`config.mk`:
```
export PLATFORM = sky130hd
export DESIGN_NAME = uart_tx_fifo
export DESIGN_NICKNAME = d
export VERILOG_FILES = /design/src/rtl/uart_tx_fifo.sv
export SDC_FILE = /design/constraint.sdc
export NUM_CORES = 1
export LEC_CHECK = 0
export ABC_AREA = 0
export CAP_MARGIN = 20
export CORE_MARGIN = 5
export CORE_UTILIZATION = 54
export CTS_CLUSTER_DIAMETER = 40
export DETAILED_ROUTE_END_ITERATION = 12
export PLACE_DENSITY = 0.72
export SETUP_SLACK_MARGIN = 0.3
export SLEW_MARGIN = 20
export SYNTH_ARGS = -nofsm -noshare
export SYNTH_HDL_FRONTEND = slang
export SYNTH_SLANG_ARGS = --single-unit
```
`constraint.sdc`:
```
create_clock -name iCLK -period 2.55 [get_ports iCLK]
set_clock_uncertainty 0.15 [all_clocks]
set_input_delay 0.255 -clock iCLK [delete_from_list [all_inputs] [get_ports iCLK]]
set_output_delay 0.255 -clock iCLK [all_outputs]
set_load 0.03 [all_outputs]
```
`src/rtl/uart_tx_fifo.sv`:
```
// UART transmitter (8N1, LSB first) fed by a byte FIFO.
// Frames are sent back to back while the FIFO holds data; overflow is sticky until reset.
module uart_tx_fifo #(
  parameter int unsigned CLKS_PER_BIT = 115,
  parameter int unsigned FIFO_DEPTH   = 8
) (
  input  logic                          iCLK,
  input  logic                          iRST,
  input  logic                          iWR,
  input  logic [7:0]                    iWDATA,
  output logic                          oTX,
  output logic                          oFULL,
  output logic                          oEMPTY,
  output logic                          oBUSY,
  output logic [$clog2(FIFO_DEPTH):0]   oCOUNT,
  output logic                          oOVF
);

  localparam int unsigned PTR_W  = $clog2(FIFO_DEPTH);
  localparam int unsigned CNT_W  = PTR_W + 1;
  localparam int unsigned BAUD_W = $clog2(CLKS_PER_BIT);

  typedef enum logic [1:0] {IDLE, START, DATA, STOP} stateT;

  stateT              state, stateNext;
  logic [BAUD_W-1:0]  baudCnt, baudNext;
  logic [2:0]         bitIdx, bitNext;
  logic [7:0]         shiftReg, shiftNext;
  logic [PTR_W-1:0]   wrPtr, rdPtr;
  logic [CNT_W-1:0]   count, countNext;
  logic [7:0]         mem [FIFO_DEPTH];
  logic               pop, wrAcc, baudEnd, txNext;
  logic               txReg, fullReg, emptyReg, busyReg, ovfReg;

  assign baudEnd = (baudCnt == BAUD_W'(CLKS_PER_BIT - 1));

  // Next-state, pop decision and next line level
  always_comb begin
    stateNext = state;
    baudNext  = baudCnt;
    bitNext   = bitIdx;
    shiftNext = shiftReg;
    pop       = 1'b0;
    txNext    = 1'b1;
    case (state)
      IDLE: begin
        if (count != '0) begin
          pop       = 1'b1;
          shiftNext = mem[rdPtr];
          baudNext  = '0;
          stateNext = START;
        end
      end
      START: begin
        if (baudEnd) begin
          baudNext  = '0;
          bitNext   = '0;
          stateNext = DATA;
        end else begin
          baudNext = baudCnt + BAUD_W'(1);
        end
      end
      DATA: begin
        if (baudEnd) begin
          baudNext  = '0;
          shiftNext = {1'b0, shiftReg[7:1]};
          if (bitIdx == 3'd7) stateNext = STOP;
          else                bitNext   = bitIdx + 3'd1;
        end else begin
          baudNext = baudCnt + BAUD_W'(1);
        end
      end
      STOP: begin
        if (baudEnd) begin
          baudNext = '0;
          // Chain straight into the next start bit when data is waiting
          if (count != '0) begin
            pop       = 1'b1;
            shiftNext = mem[rdPtr];
            stateNext = START;
          end else begin
            stateNext = IDLE;
          end
        end else begin
          baudNext = baudCnt + BAUD_W'(1);
        end
      end
      default: stateNext = IDLE;
    endcase
    case (stateNext)
      START:   txNext = 1'b0;
      DATA:    txNext = shiftNext[0];
      default: txNext = 1'b1;
    endcase
    wrAcc     = iWR && (count < CNT_W'(FIFO_DEPTH));
    countNext = count + CNT_W'(wrAcc) - CNT_W'(pop);
  end

  // State, FIFO bookkeeping and registered outputs
  always_ff @(posedge iCLK) begin
    if (iRST) begin
      state    <= IDLE;
      baudCnt  <= '0;
      bitIdx   <= '0;
      shiftReg <= '0;
      wrPtr    <= '0;
      rdPtr    <= '0;
      count    <= '0;
      ovfReg   <= 1'b0;
      txReg    <= 1'b1;
      fullReg  <= 1'b0;
      emptyReg <= 1'b1;
      busyReg  <= 1'b0;
    end else begin
      state    <= stateNext;
      baudCnt  <= baudNext;
      bitIdx   <= bitNext;
      shiftReg <= shiftNext;
      count    <= countNext;
      if (wrAcc)        wrPtr  <= wrPtr + PTR_W'(1);
      if (pop)          rdPtr  <= rdPtr + PTR_W'(1);
      if (iWR && !wrAcc) ovfReg <= 1'b1;
      txReg    <= txNext;
      fullReg  <= (countNext == CNT_W'(FIFO_DEPTH));
      emptyReg <= (countNext == '0);
      busyReg  <= (stateNext != IDLE);
    end
  end

  always_ff @(posedge iCLK) begin
    if (!iRST && wrAcc) mem[wrPtr] <= iWDATA;
  end

  assign oTX    = txReg;
  assign oFULL  = fullReg;
  assign oEMPTY = emptyReg;
  assign oBUSY  = busyReg;
  assign oCOUNT = count;
  assign oOVF   = ovfReg;

endmodule

```
Word level (Yosys, flattened, before mapping). Memories as Yosys holds them, arrays and structs flattened. A register that Yosys moved wholly into a read port is not among the register bits. Cells that the tools add are included.

Add/subtract/negate cells: 6. $mul: 0. Divide/modulo/power cells: 0. $lt $le $gt $ge: 1. Equality and inequality tests: 13. Shift operators: 0. Mux-type cells: 26. Bitwise logic cells: 0. Reduce and logical (&&, ||, !) cells: 14.

Operator list (number): $mux 8 (3); $pmux 8 s3 (1); $mux 3 (5); $mux 7 (2); $pmux 7 s2 (1); $mux 2 (5); $ne 2x2->1 const B (5); $add 3x1->3 const B (3); $pmux 2 s4 (1); $add 7x1->7 const B (1); $eq 7x7->1 const B (1); $eq 2x2->1 const B (3); $pmux 3 s2 (1); $mux 1 (5); $add 4x1->4 (1); $eq 2x1->1 const B (2); $eq 4x4->1 const B (1); $logic_not 4->1 (1); $lt 4x4->1 const B (1); $pmux 1 s2 (2); $reduce_and 4->1 (1); $reduce_bool 2->1 (2); $reduce_bool 4->1 (1); $sub 4x1->4 (1); other kinds (7) (10).

Flip-flop bits (word level): 35. Latch bits: 0. RAM bits: 64. ROM bits: 0. Output and inout port bits: 9. Logic and storage cells: 74. Memories kept: 1.

Memory list: mem (depth 8, bits a word 8, read ports 1, clocked after Yosys merged registers in 1, wr ports 1, line 31) `logic [7:0] mem [FIFO_DEPTH];`.

Logic depth before layout (Yosys ltp). Gate-level depths: netlist of run 1.

Depth in word-level cells: 6. Gate-level depth with buffers: 13. Mapped depth without buffers: 13.

Worst setup path before layout of run 1. OpenSTA, ideal clock, no wires.

Kind: register -> register. Start point: register count[3], in the netlist oCOUNT[3]. End point: register fullReg, in the netlist oFULL. Library setup time: 0.115 ns. Arrival: 2.410 ns. Slack: -0.125 ns. Cell stages (with the launch flop): 12. Period minus slack after synthesis: 2.675 ns. Cell sequence: dfxtp_1 > inv_1 > ha_1 > nor3b_2 > nor3_4 > xnor2_1 > ha_1 > inv_1 > fa_1 > xor2_1 > and3b_1 > and2_1.

Cells in the longest elaborated chain, start to end: 6. Elaborated cells between the ends (all ways): 9.

Ends and longest elaborated chain: start: declaration (line 30) `logic [CNT_W-1:0] count, countNext;`; start signal: assignment (line 119) `count <= countNext;`; parallel branches: the longest is 4 deep, another holds $lt 4x4->1; $sub 4x1->4 * (line 96) `countNext = count + CNT_W'(wrAcc) - CNT_W'(pop);`; $eq 4x4->1 * (line 124) `fullReg <= (countNext == CNT_W'(FIFO_DEPTH));`; end signal: assignment (line 124); end: declaration (line 33) `logic txReg, fullReg, emptyReg, busyReg, ovfReg;`.

Every way passes the cells marked *. A chain may end at the register's enable or synchronous reset.

Final worst setup path of run 1.
Start point: register baudCnt[0]. End point: register fullReg, in the netlist oFULL.

Cells in the longest elaborated chain, start to end: 5.

Ends and longest elaborated chain: start: declaration (line 26) `logic [BAUD_W-1:0] baudCnt, baudNext;`; start signal: assignment (line 116) `baudCnt <= baudNext;`; $eq 7x7->1 (line 35) `assign baudEnd = (baudCnt == BAUD_W'(CLKS_PER_BIT - 1));`; $mux 1 (line 74) `if (baudEnd) begin`; $pmux 1 s2 (line 45) `case (state)`; $sub 4x1->4 (line 96); $eq 4x4->1 (line 124).

No other way between the ends.

==> results of run 1 <==
cells in the final DEF (no fill, tap or decap), drive strengths merged, types with 3 or more instances in the layout:
cell           instances
o21ai                 13
mux4                  16
inv                   18
o31ai                  6
nand4                  4
clkinv                 6
nor2b                  3
xnor2                  6
ha                    15
nor3                   5
mux2i                  3
nand3                  5
nand2                 26
edfxtp                64
xor2                   7
clkdlybuf4s50         19
nor2                  35
a21oi                 21
a221oi                 6
clkbuf                 9
dfxtp                 38
buf                   31
and2                   4
critical path, delay by kind of cell (launching register included):
family	cells	cell delay (ns)
and+or+nand+nor	4	0.77
adders and majority gates	3	0.66
DFF	1	0.34
xor gates and xnor gates	2	0.34
AOI/OAI and AO/OA	1	0.11
buffers and inverters	2	0.10
Yosys cell counts, types with 2 or more instances:
master,count,share of area (%)
edfxtp_1,64,43
dfxtp_1,38,17
nor2_1,34,2.9
nand2_1,25,2.1
a21oi_1,21,2.4
mux4_2,16,8.1
ha_1,15,4.2
inv_1,13,1.1
o21ai_0,11,1.2
xor2_1,7,1.4
a221oi_1,6,1.2
o31ai_1,6,1.0
xnor2_1,6,1.2
clkinv_1,5,0.42
nand3_1,5,0.56
and2_1,4,0.56
buf_2,4,0.45
clkbuf_1,4,0.34
nand4_1,4,0.56
nor3_1,4,0.45
buf_6,3,0.76
mux2i_1,3,0.67
nor2b_1,3,0.42
a211oi_1,2,0.34
a21o_1,2,0.34
nand2b_1,2,0.28
o21ai_1,2,0.22
or3_1,2,0.28
repair_timing:
action                     in CTS  in global routing
resized for setup               3                 13
buffers inserted                2                  4
pin swaps                       1                  4
setup endpoints to repair       5                 13
state kept, by name (all words and copies together), names as in the netlist, named ones only:
signal,count
oOVF,1
mem,64
oBUSY,1
shiftReg,8
oFULL,1
baudCnt,7
wrPtr,3
bitIdx,3
oTX,1
state,2
oCOUNT,4
oEMPTY,1
rdPtr,3
cells by family (layout without fill, tap and decap cells):
kind of cell	after synthesis	in the layout	share of synthesized area, %
AND/OR/NAND/NOR	94	94	10.93
flip-flops	102	102	60.26
AO/OA/AOI/OAI	63	63	9.753
buffers and inverters	29	84	3.064
multiplexers	19	19	8.769
adder cells (fa/ha/maj)	16	16	4.666
XOR/XNOR	13	13	2.558
layer usage:
layer,vias up,share of wire [%]
met5,-,0
met4,0,1.6
met3,10,3.0
met2,43,50
met1,1382,45
li1,1352,-
metrics by stage:
| step | util (%) | setup slack, ns | setup TNS, ns |
|---|---|---|---|
| 6_report | 64.70 | -0.01040 | -0.01040 |
| 5_1_grt | 64.70 | -0.09002 | -0.1196 |
| 2_1_floorplan | - | 0.007551 | 0 |
| 4_1_cts | 63.54 | 0.008361 | 0 |
| 3_3_place_gp | 60.54 | 0.09143 | 0 |
| 3_5_place_dp | 60.54 | 0.009938 | 0 |
area by class of cell:
cell class	instances	area [um2]	share of cell area (%)
clock inverter	7	87.58	1.664
multi-input combinational	205	1734	32.95
clock buffer	9	123.9	2.354
timing repair buffer	50	426.7	8.107
inverter	18	67.56	1.284
tap	105	131.4	2.496
sequential	102	2691	51.14
report_power, final:
group,internal [uW],switching [uW]
clock network,482,606
registers,1950,136
logic,960,1090
total,3390,1830
worst max-delay path by stage:
| stage | start | end | cells after the start |
|---|---|---|---|
| 2_1_floorplan | baudCnt[0] | oFULL | 12 |
| 3_3_place_gp | baudCnt[1] | oFULL | 12 |
| 3_5_place_dp | baudCnt[1] | oFULL | 12 |
| 4_1_cts | baudCnt[0] | oFULL | 12 |
| 5_1_grt | baudCnt[0] | oFULL | 14 |
| 6_report | baudCnt[0] | oFULL | 12 |
==> results by group, run 1 <==
Placed design
  • HPWL after DPL: 5926 um
  • Area after DPL: 4925 um2
  • Port Buffer Count: 19
  • GPL Wtd Cong: 0.8543
  • Post-placement cell count: 474

Drt
  • Final wirelength: 8667 um
  • Initial DRT Pass Iterations: 4
  • DRT antenna net count: 0
  • Vias: 2787
  • DR iter-0 viols: 152
  • Routed WL per cell: 17.47 um
  • DRC Markers: 0
  • DR vias/cell: 5.619

Floorplanning
  • FP Rows: 33
  • Initial Util: 54.73%
  • Die height: 100.8 um
  • I/O pin total: 20
  • DIE WIDTH: 100.8 um
  • DIE AREA: 10160 um2
  • Core area: 8134 um2

Timing
  • Minimum clock period: 2.560 ns
  • Endpoints failing setup: 1
  • Worst Max-Slew Pin Slew: 0.4638 ns
  • Period Utilization, post-route: 100.4%
  • Max Freq: 0.3906 GHz
  • Setup ws final: -0.01040 ns
  • Hold slack: 0.3166 ns
  • RSZ-0062 raised after global routing: true
  • Slew Limit Fails: 0
  • Max-slew headroom: 69.05%
  • Final Hold Viols: 0

Flow run
  • Max cap viols: 0

Global routing
  • Met2 GRT Util: 29.16%
  • Largest net degree at the start of global routing: 24
  • Global route hottest layer: met2
  • First-pass GRT wire length: 14010 um
  • Initial antenna violation count: 0
  • Met3 usage: 5.121%
  • Total gr overflow: 0
  • Total GRT Usage: 18.25%
  • Via count of the first global-routing pass: 2717
  • GR Util met1: 24.27%

Synthesis
  • Ys async rst share: 0%
  • Seq/Total Area, Yosys: 60.26%
  • Post-synthesis area per instance: 13.25 um2
  • Post-Synthesis Cells: 336
  • Mapped Nets: 363
  • Mapped Area: 4452 um2
  • Yosys warning count: 0
  • Cell variety after synth: 53
  • Top_reg_cell synth: edfxtp_1
  • EDFF count, synth: 64
  • Yosys reg bits: 102

Hold path
  • Hold endpoint: bitIdx[2]
  • Min-Delay Path Class: flip-flop to flip-flop
  • WHS Path Cells: 2
  • Hold_sp: bitIdx[2]

Power and ir drop
  • PD cells: 992.4 nW/um2
  • Total Power: 5223 uW
  • Static Leak: 0.001824 uW
  • Max rail drop VDD: 497.8 uV

Clock network
  • Sink Count: 102
  • Clock root buffer master: clkbuf_8
  • CTS Buf Count: 9
  • CTS Buffer Depth: 2
  • CTS hold repair buffers: 0
  • Worst-Skew Late Latency: 0.37 ns
  • CTS tree: built
  • Worst-path clk slew: 0.11 ns
  • H-Tree Level Count: 3

Critical path
  • Most used cell, CP: inv_2
  • Largest stage delay, worst path: 0.34 ns
  • Setup crit end kind: flip-flop
  • Crit path launch type: flip-flop
  • Worst path required time: 2.68 ns
  • Setup slack, reg-to-reg: -0.01 ns
  • Crit Reg-Reg Endpoint: oFULL
  • Worst r2r path cells: 12
  • Critical path peak fanout: 2
  • Reg-to-reg startpoint: baudCnt[0]
  • CP max stage cell: dfxtp_2
  • WS Path Type: flip-flop to flip-flop
  • Crit path DAT: 2.69 ns
  • Critical path cell sequence: inv_2 > ha_4 > and4bb_4 > a31oi_4 > nor3_4 > xnor2_1 > ha_2 > inv_2 > fa_2 > xor2_1 > and3b_1 > and2_1

Layout
  • Layout Nets: 413
  • Design Area, Final: 5263 um2
  • Share of cells above drive strength 1: 24.04%
  • N_diodes: 0
  • Final Non-Filler Cells: 496
  • Layout area overhead: 18.21%
  • Fillers: 574

Run status
  • Failing checks: negative setup slack
  • Outcome: finished with violations
Note: power is estimated with default switching activity, not from simulation.
==> inputs of run 2 (changes only) <==
--- a/config.mk
+++ b/config.mk
@@ -11,6 +11,7 @@
 export CORE_UTILIZATION = 54
 export CTS_CLUSTER_DIAMETER = 40
 export DETAILED_ROUTE_END_ITERATION = 12
+export GPL_TIMING_DRIVEN = 0
 export PLACE_DENSITY = 0.72
 export SETUP_SLACK_MARGIN = 0.3
 export SLEW_MARGIN = 20
==> run 2 against run 1 <==
The flow still finishes with violations (negative setup slack). Worst hold slack got worse by 0.11 ns. Sequential share of layout area increased by 0.87 points. Flip-flop and latch count unchanged. Register-to-register slack about the same. Non-clock buffer count decreased by 7. Fmax decreased by 0.24%. Via count decreased by 2.4%. First-iteration DRC count decreased by 5.9%. Setup slack got worse by 0.0061 ns. Global-route usage about the same. Critical path type unchanged. Routed wire length decreased by 2.7%. Power decreased by 2.3%.
==> results by group, run 2 (synthesized netlist as in run 1, its figures left out) <==
Clock network
  • Worst-Skew Late Latency: 0.36 ns (about the same)
  • CTS Buf Count: 9 (unchanged)
  • Clock root buffer master: clkbuf_8
  • Sink Count: 102 (unchanged)
  • CTS Buffer Depth: 2 (unchanged)
  • CTS tree: built
  • H-Tree Level Count: 3 (unchanged)
  • CTS hold repair buffers: 0 (unchanged)
  • Worst-path clk slew: 0.11 ns (about the same)

Drt
  • Vias: 2721 (-2.4%)
  • Routed WL per cell: 17.25 um (-1.3%)
  • DRT antenna net count: 0 (unchanged)
  • Final wirelength: 8434 um (-2.7%)
  • DR iter-0 viols: 143 (-5.9%)
  • DRC Markers: 0 (unchanged)
  • DR vias/cell: 5.564 (-0.97%)
  • Initial DRT Pass Iterations: 4 (unchanged)

Critical path
  • Critical path peak fanout: 2 (unchanged)
  • Largest stage delay, worst path: 0.36 ns (+0.02 ns)
  • Critical path cell sequence: inv_2 > ha_4 > and4bb_4 > a31oi_4 > nor3_4 > xnor2_1 > ha_2 > inv_2 > fa_2 > xor2_2 > and3b_2 > and2_1
  • Most used cell, CP: inv_2
  • CP max stage cell: dfxtp_4
  • Crit path max-delay family: simple AND/OR/NAND/NOR gates
  • WS Path Type: flip-flop to flip-flop
  • WP buf/inv: 2 (unchanged)
  • Worst path required time: 2.67 ns (about the same)
  • Crit path launch type: flip-flop
  • Crit path DAT: 2.69 ns (about the same)
  • Setup crit end kind: flip-flop

Floorplanning
  • FP Rows: 33 (unchanged)
  • Die height: 100.8 um (unchanged)
  • Initial Util: 54.73% (unchanged)
  • DIE WIDTH: 100.8 um (unchanged)
  • Core area: 8134 um2 (unchanged)
  • I/O pin total: 20 (unchanged)
  • DIE AREA: 10160 um2 (unchanged)

Layout
  • Largest register FFs: 64 (unchanged)
  • Layout Nets: 406 (-1.7%)
  • Most common cell after layout, fill and taps aside: edfxtp_1
  • Top flop regs: mem: 64 flops, shiftReg: 8 flops, baudCnt: 7 flops
  • Most flops, register: mem
  • Commonest non-fill, non-tap cells in the layout: 64 x edfxtp_1, 32 x dfxtp_1, 27 x nor2_1
  • Layout area overhead: 16.61%
  • Share of cells above drive strength 1: 23.70% (-0.34 points)
  • N_diodes: 0 (unchanged)

Placed design
  • Port Buffer Count: 18 (-1)
  • HPWL after DPL: 5760 um (-2.8%)
  • Pre-CTS setup slack: -0.1928 ns (-0.2028 ns)
  • GPL Wtd Cong: 0.7979 (-6.6%)

Global routing
  • Largest net degree at the start of global routing: 21 (-13%)
  • Via count of the first global-routing pass: 2802 (+3.1%)
  • Initial antenna violation count: 0 (unchanged)
  • Total gr overflow: 0 (unchanged)
  • First-pass GRT wire length: 14260 um (+1.7%)
  • Total GRT Usage: 18.21% (-0.036 points)

Timing
  • Setup ws final: -0.01654 ns (-0.006144 ns)
  • Max Freq: 0.3896 GHz (-0.24%)
  • Final Hold Viols: 0 (unchanged)
  • Endpoints failing setup: 1 (unchanged)
  • Minimum clock period: 2.567 ns (+0.006144 ns)
  • Period Utilization, post-route: 100.6% (+0.24 points)
  • Slew Limit Fails: 0 (unchanged)
  • Max-slew headroom: 60.78% (-8.3 points)
  • RSZ-0062 raised after global routing: true
  • Worst Max-Slew Pin Slew: 0.5883 ns (+0.1245 ns)
  • Setup TNS: -0.01654 ns (-0.006144 ns)

Power and ir drop
  • Max rail drop VDD: 489.3 uV (-1.7%)
  • Static Leak: 0.001764 uW (-3.3%)
  • PD cells: 983.3 nW/um2 (-0.92%)

Flow run
  • Max cap viols: 0 (unchanged)

Run status
  • Outcome: finished with violations
  • Failing checks: negative setup slack

Hold path
  • Min-Delay Path Class: input port to flip-flop
run 2: stage by stage:
stage               instances  hold slack [ns]  utilization [%]  area, um2  power (uW)
global route              489           0.2264            63.82       5191        5441
global placement          459           0.2938            58.96       4796        3789
floorplan                 336           0.2039                -       4484        3401
finish                    489           0.2092            63.82       5191        5105
detailed placement        461           0.3087            59.27       4821        3833
CTS                       485           0.1843            62.61       5092        4963
run 2: cell type report:
type / count / area (um2)
fill: 613 / 2943
sequential: 102 / 2700
multi-input combinational: 205 / 1735
timing repair buffer: 32 / 289.0
tap: 105 / 131.4
clock buffer: 9 / 123.9
clock inverter: 7 / 72.57
buffer: 11 / 71.32
inverter: 18 / 67.56
run 2: worst paths after layout:
path	from	to	slack, ns	depth (start not counted)
worst min register to register	bitIdx[1]	bitIdx[1]	0.32	2
worst min-delay path	iRST	oCOUNT[0]	0.21	2
worst max-delay path	baudCnt[0]	oFULL	-0.02	12
worst max register to register	baudCnt[0]	oFULL	-0.02	12
run 2: repair_timing:
| action | 4_1_cts | 5_1_grt |
|---|---|---|
| cloned | 0 | 0 |
| resized for setup | 6 | 17 |
| pin swaps | 10 | 10 |
| buffers inserted | 8 | 4 |
| endpoints found under the setup margin | 5 | 39 |
run 2: routing by layer:
layer	global-route usage (%)	wire, um	vias to the layer above
li1	-	-	1342
met1	24.28	3683	1323
met2	30.08	4368	48
met3	3.529	292	8
met4	5.907	91	0
met5	0	0	-
run 2: power by group:
part | switching, uW | total [uW] | internal (uW)
Sequential | 156 | 2110 | 1960
Combinational | 1040 | 2000 | 955
Clock | 607 | 993 | 386
Total | 1810 | 5100 | 3300
==> inputs of run 3 (changes only) <==
--- a/config.mk
+++ b/config.mk
@@ -12,7 +12,7 @@
 export CTS_CLUSTER_DIAMETER = 40
 export DETAILED_ROUTE_END_ITERATION = 12
 export GPL_TIMING_DRIVEN = 0
-export PLACE_DENSITY = 0.72
+export PLACE_DENSITY = 0.79
 export SETUP_SLACK_MARGIN = 0.3
 export SLEW_MARGIN = 20
 export SYNTH_ARGS = -nofsm -noshare
==> run 3 against run 2 <==
The run still ends with negative setup slack left. Sequential share of layout area increased by 0.16 points. Critical path depth unchanged. Cell count decreased by 0.20%. First-iteration DRC count increased by 18%. Die area unchanged. Cell area decreased by 0.31%. Worst hold slack got worse by 0.0049 ns. Non-clock buffer count decreased by 1. Critical path type unchanged. Critical endpoint unchanged.
==> results by group, run 3 (synthesized netlist as in run 1, its figures left out) <==
Critical path
  • Crit path launch type: flip-flop
  • Setup crit start: baudCnt[0]
  • Setup crit end kind: flip-flop
  • Reg-to-reg startpoint: baudCnt[0]
  • Crit path DAT: 2.69 ns (about the same)
  • Critical path peak fanout: 2 (unchanged)
  • Worst path required time: 2.68 ns (about the same)
  • WS Path Type: flip-flop to flip-flop

Hold path
  • Hold_sp: iRST
  • Min-Delay Path Class: input port to flip-flop

Drt
  • Final wirelength: 8337 um (-1.2%)
  • Vias: 2810 (+3.3%)
  • Initial DRT Pass Iterations: 5 (+1)
  • DR iter-0 viols: 169 (+18%)
  • DRC Markers: 0 (unchanged)
  • DRT antenna net count: 0 (unchanged)
  • Routed WL per cell: 17.08 um (-0.95%)
  • DR vias/cell: 5.758 (+3.5%)

Timing
  • Endpoints failing setup: 1 (unchanged)
  • Slew Limit Fails: 0 (unchanged)
  • Setup ws final: -0.01874 ns (-0.002203 ns)
  • Period Utilization, post-route: 100.7% (about the same)
  • Final Hold Viols: 0 (unchanged)
  • Minimum clock period: 2.569 ns (+0.002203 ns)
  • Worst Max-Slew Pin Slew: 0.8743 ns (+0.2860 ns)
  • Max-slew headroom: 41.50% (-19 points)
  • RSZ-0062 raised after global routing: true
  • Max Freq: 0.3893 GHz (about the same)

Power and ir drop
  • Static Leak: 0.001765 uW (about the same)
  • PD cells: 993.2 nW/um2 (+1.0%)
  • Max rail drop VDD: 491.3 uV (+0.41%)
  • Total Power: 5140 uW (+0.69%)

Layout
  • Layout Nets: 405 (-0.25%)
  • Top flop regs: mem: 64 flops, shiftReg: 8 flops, baudCnt: 7 flops
  • Layout area overhead: 16.24%
  • Share of cells above drive strength 1: 21.67% (-2.0 points)
  • N_diodes: 0 (unchanged)
  • Commonest non-fill, non-tap cells in the layout: 64 x edfxtp_1, 32 x nor2_1, 32 x dfxtp_1
  • Largest register FFs: 64 (unchanged)
  • Most common cell after layout, fill and taps aside: edfxtp_1
  • Most flops, register: mem
  • Final core occ: 63.62% (-0.20 points)

Clock network
  • Worst-path clk slew: 0.12 ns (about the same)
  • CTS Buf Count: 9 (unchanged)
  • CTS Buffer Depth: 2 (unchanged)
  • Clock root buffer master: clkbuf_8
  • Sink Count: 102 (unchanged)
  • CTS tree: built
  • H-Tree Level Count: 3 (unchanged)
  • Worst-Skew Late Latency: 0.37 ns (about the same)

Global routing
  • Via count of the first global-routing pass: 2855 (+1.9%)
  • First-pass GRT wire length: 13950 um (-2.1%)
  • Initial antenna violation count: 0 (unchanged)
  • Largest net degree at the start of global routing: 22 (+4.8%)
  • Total gr overflow: 0 (unchanged)
  • Total GRT Usage: 17.85% (-0.37 points)

Floorplanning
  • DIE WIDTH: 100.8 um (unchanged)
  • DIE AREA: 10160 um2 (unchanged)
  • I/O pin total: 20 (unchanged)
  • Core area: 8134 um2 (unchanged)
  • FP Rows: 33 (unchanged)
  • Initial Util: 54.73% (unchanged)
  • Die height: 100.8 um (unchanged)

Placed design
  • HPWL after DPL: 5674 um (-1.5%)
  • GPL Wtd Cong: 0.8054 (+0.94%)
  • Port Buffer Count: 18 (unchanged)

Flow run
  • Max cap viols: 0 (unchanged)

Run status
  • Failing checks: negative setup slack
  • Outcome: finished with violations
[run 3: cell types whose count changed in the layout (fill, tap and decap cells not counted), moves of 2 or more]
cell,delta
inv_8,+2
nor2_2,-6
nor2_1,+5
buf_4,-2
[run 3: timing repair]
item | 4_1_cts | 5_1_grt
pin swaps | 7 | 9
resized for setup | 6 | 11
setup endpoints to repair | 5 | 12
hold buffers | 0 | 0
cloned | 0 | 0
setup buffers | 7 | 6
[run 3: final cells by class]
cell class	count	area, um2
Clock inverter	7	78.83
Timing Repair Buffer	31	281.5
Tap cell	105	131.4
Multi-Input combinational cell	205	1718
Sequential cell	102	2700
Fill cell	576	2959
Buffer	11	71.32
Inverter	18	70.07
Clock buffer	9	123.9
[run 3: worst paths after layout]
check                           depth (start not counted)   endpoint  slack (ns)
worst max register to register                         12      oFULL       -0.02
worst max-delay path                                   12      oFULL       -0.02
worst min-delay path                                    2  oCOUNT[0]        0.20
worst min register to register                          2  bitIdx[2]        0.31
[run 3: critical path, cell delays in order, from the launching register on]
cell	delay, ns
dfxtp_4	0.37
inv_4	0.03
ha_4	0.15
and4bb_4	0.21
a31oi_4	0.22
nor3_4	0.06
xnor2_1	0.18
ha_2	0.22
inv_2	0.04
fa_2	0.37
xor2_2	0.15
and3b_1	0.20
and2_1	0.14
[run 3: power by group]
group / internal (uW) / total, uW / switching [uW]
logic: 959 / 2010 / 1050
registers: 1960 / 2120 / 156
clock network: 396 / 1010 / 618
total: 3310 / 5140 / 1830
[run 3: metal layers]
metal / track usage, % / vias up / wire length, um
met2: 30.38 / 65 / 4355
li1: - / 1344 / -
met1: 22.40 / 1391 / 3521
met4: 6.218 / 0 / 94
met5: 0 / - / 0
met3: 4.083 / 10 / 365
[run 3: per-stage QoR]
stage | setup WS (ns) | hold WS (ns) | cell area (um2) | TNS (ns) | instances
finish | -0.01874 | 0.2043 | 5175 | -0.01874 | 488
detailed placement | -0.1860 | 0.3037 | 4806 | -0.3269 | 459
global placement | -0.3954 | 0.2943 | 4796 | -6.361 | 459
CTS | -0.03215 | 0.1943 | 5076 | -0.03215 | 482
global route | -0.1230 | 0.2356 | 5175 | -0.2690 | 488
floorplan | 0.007551 | 0.2039 | 4484 | 0 | 336
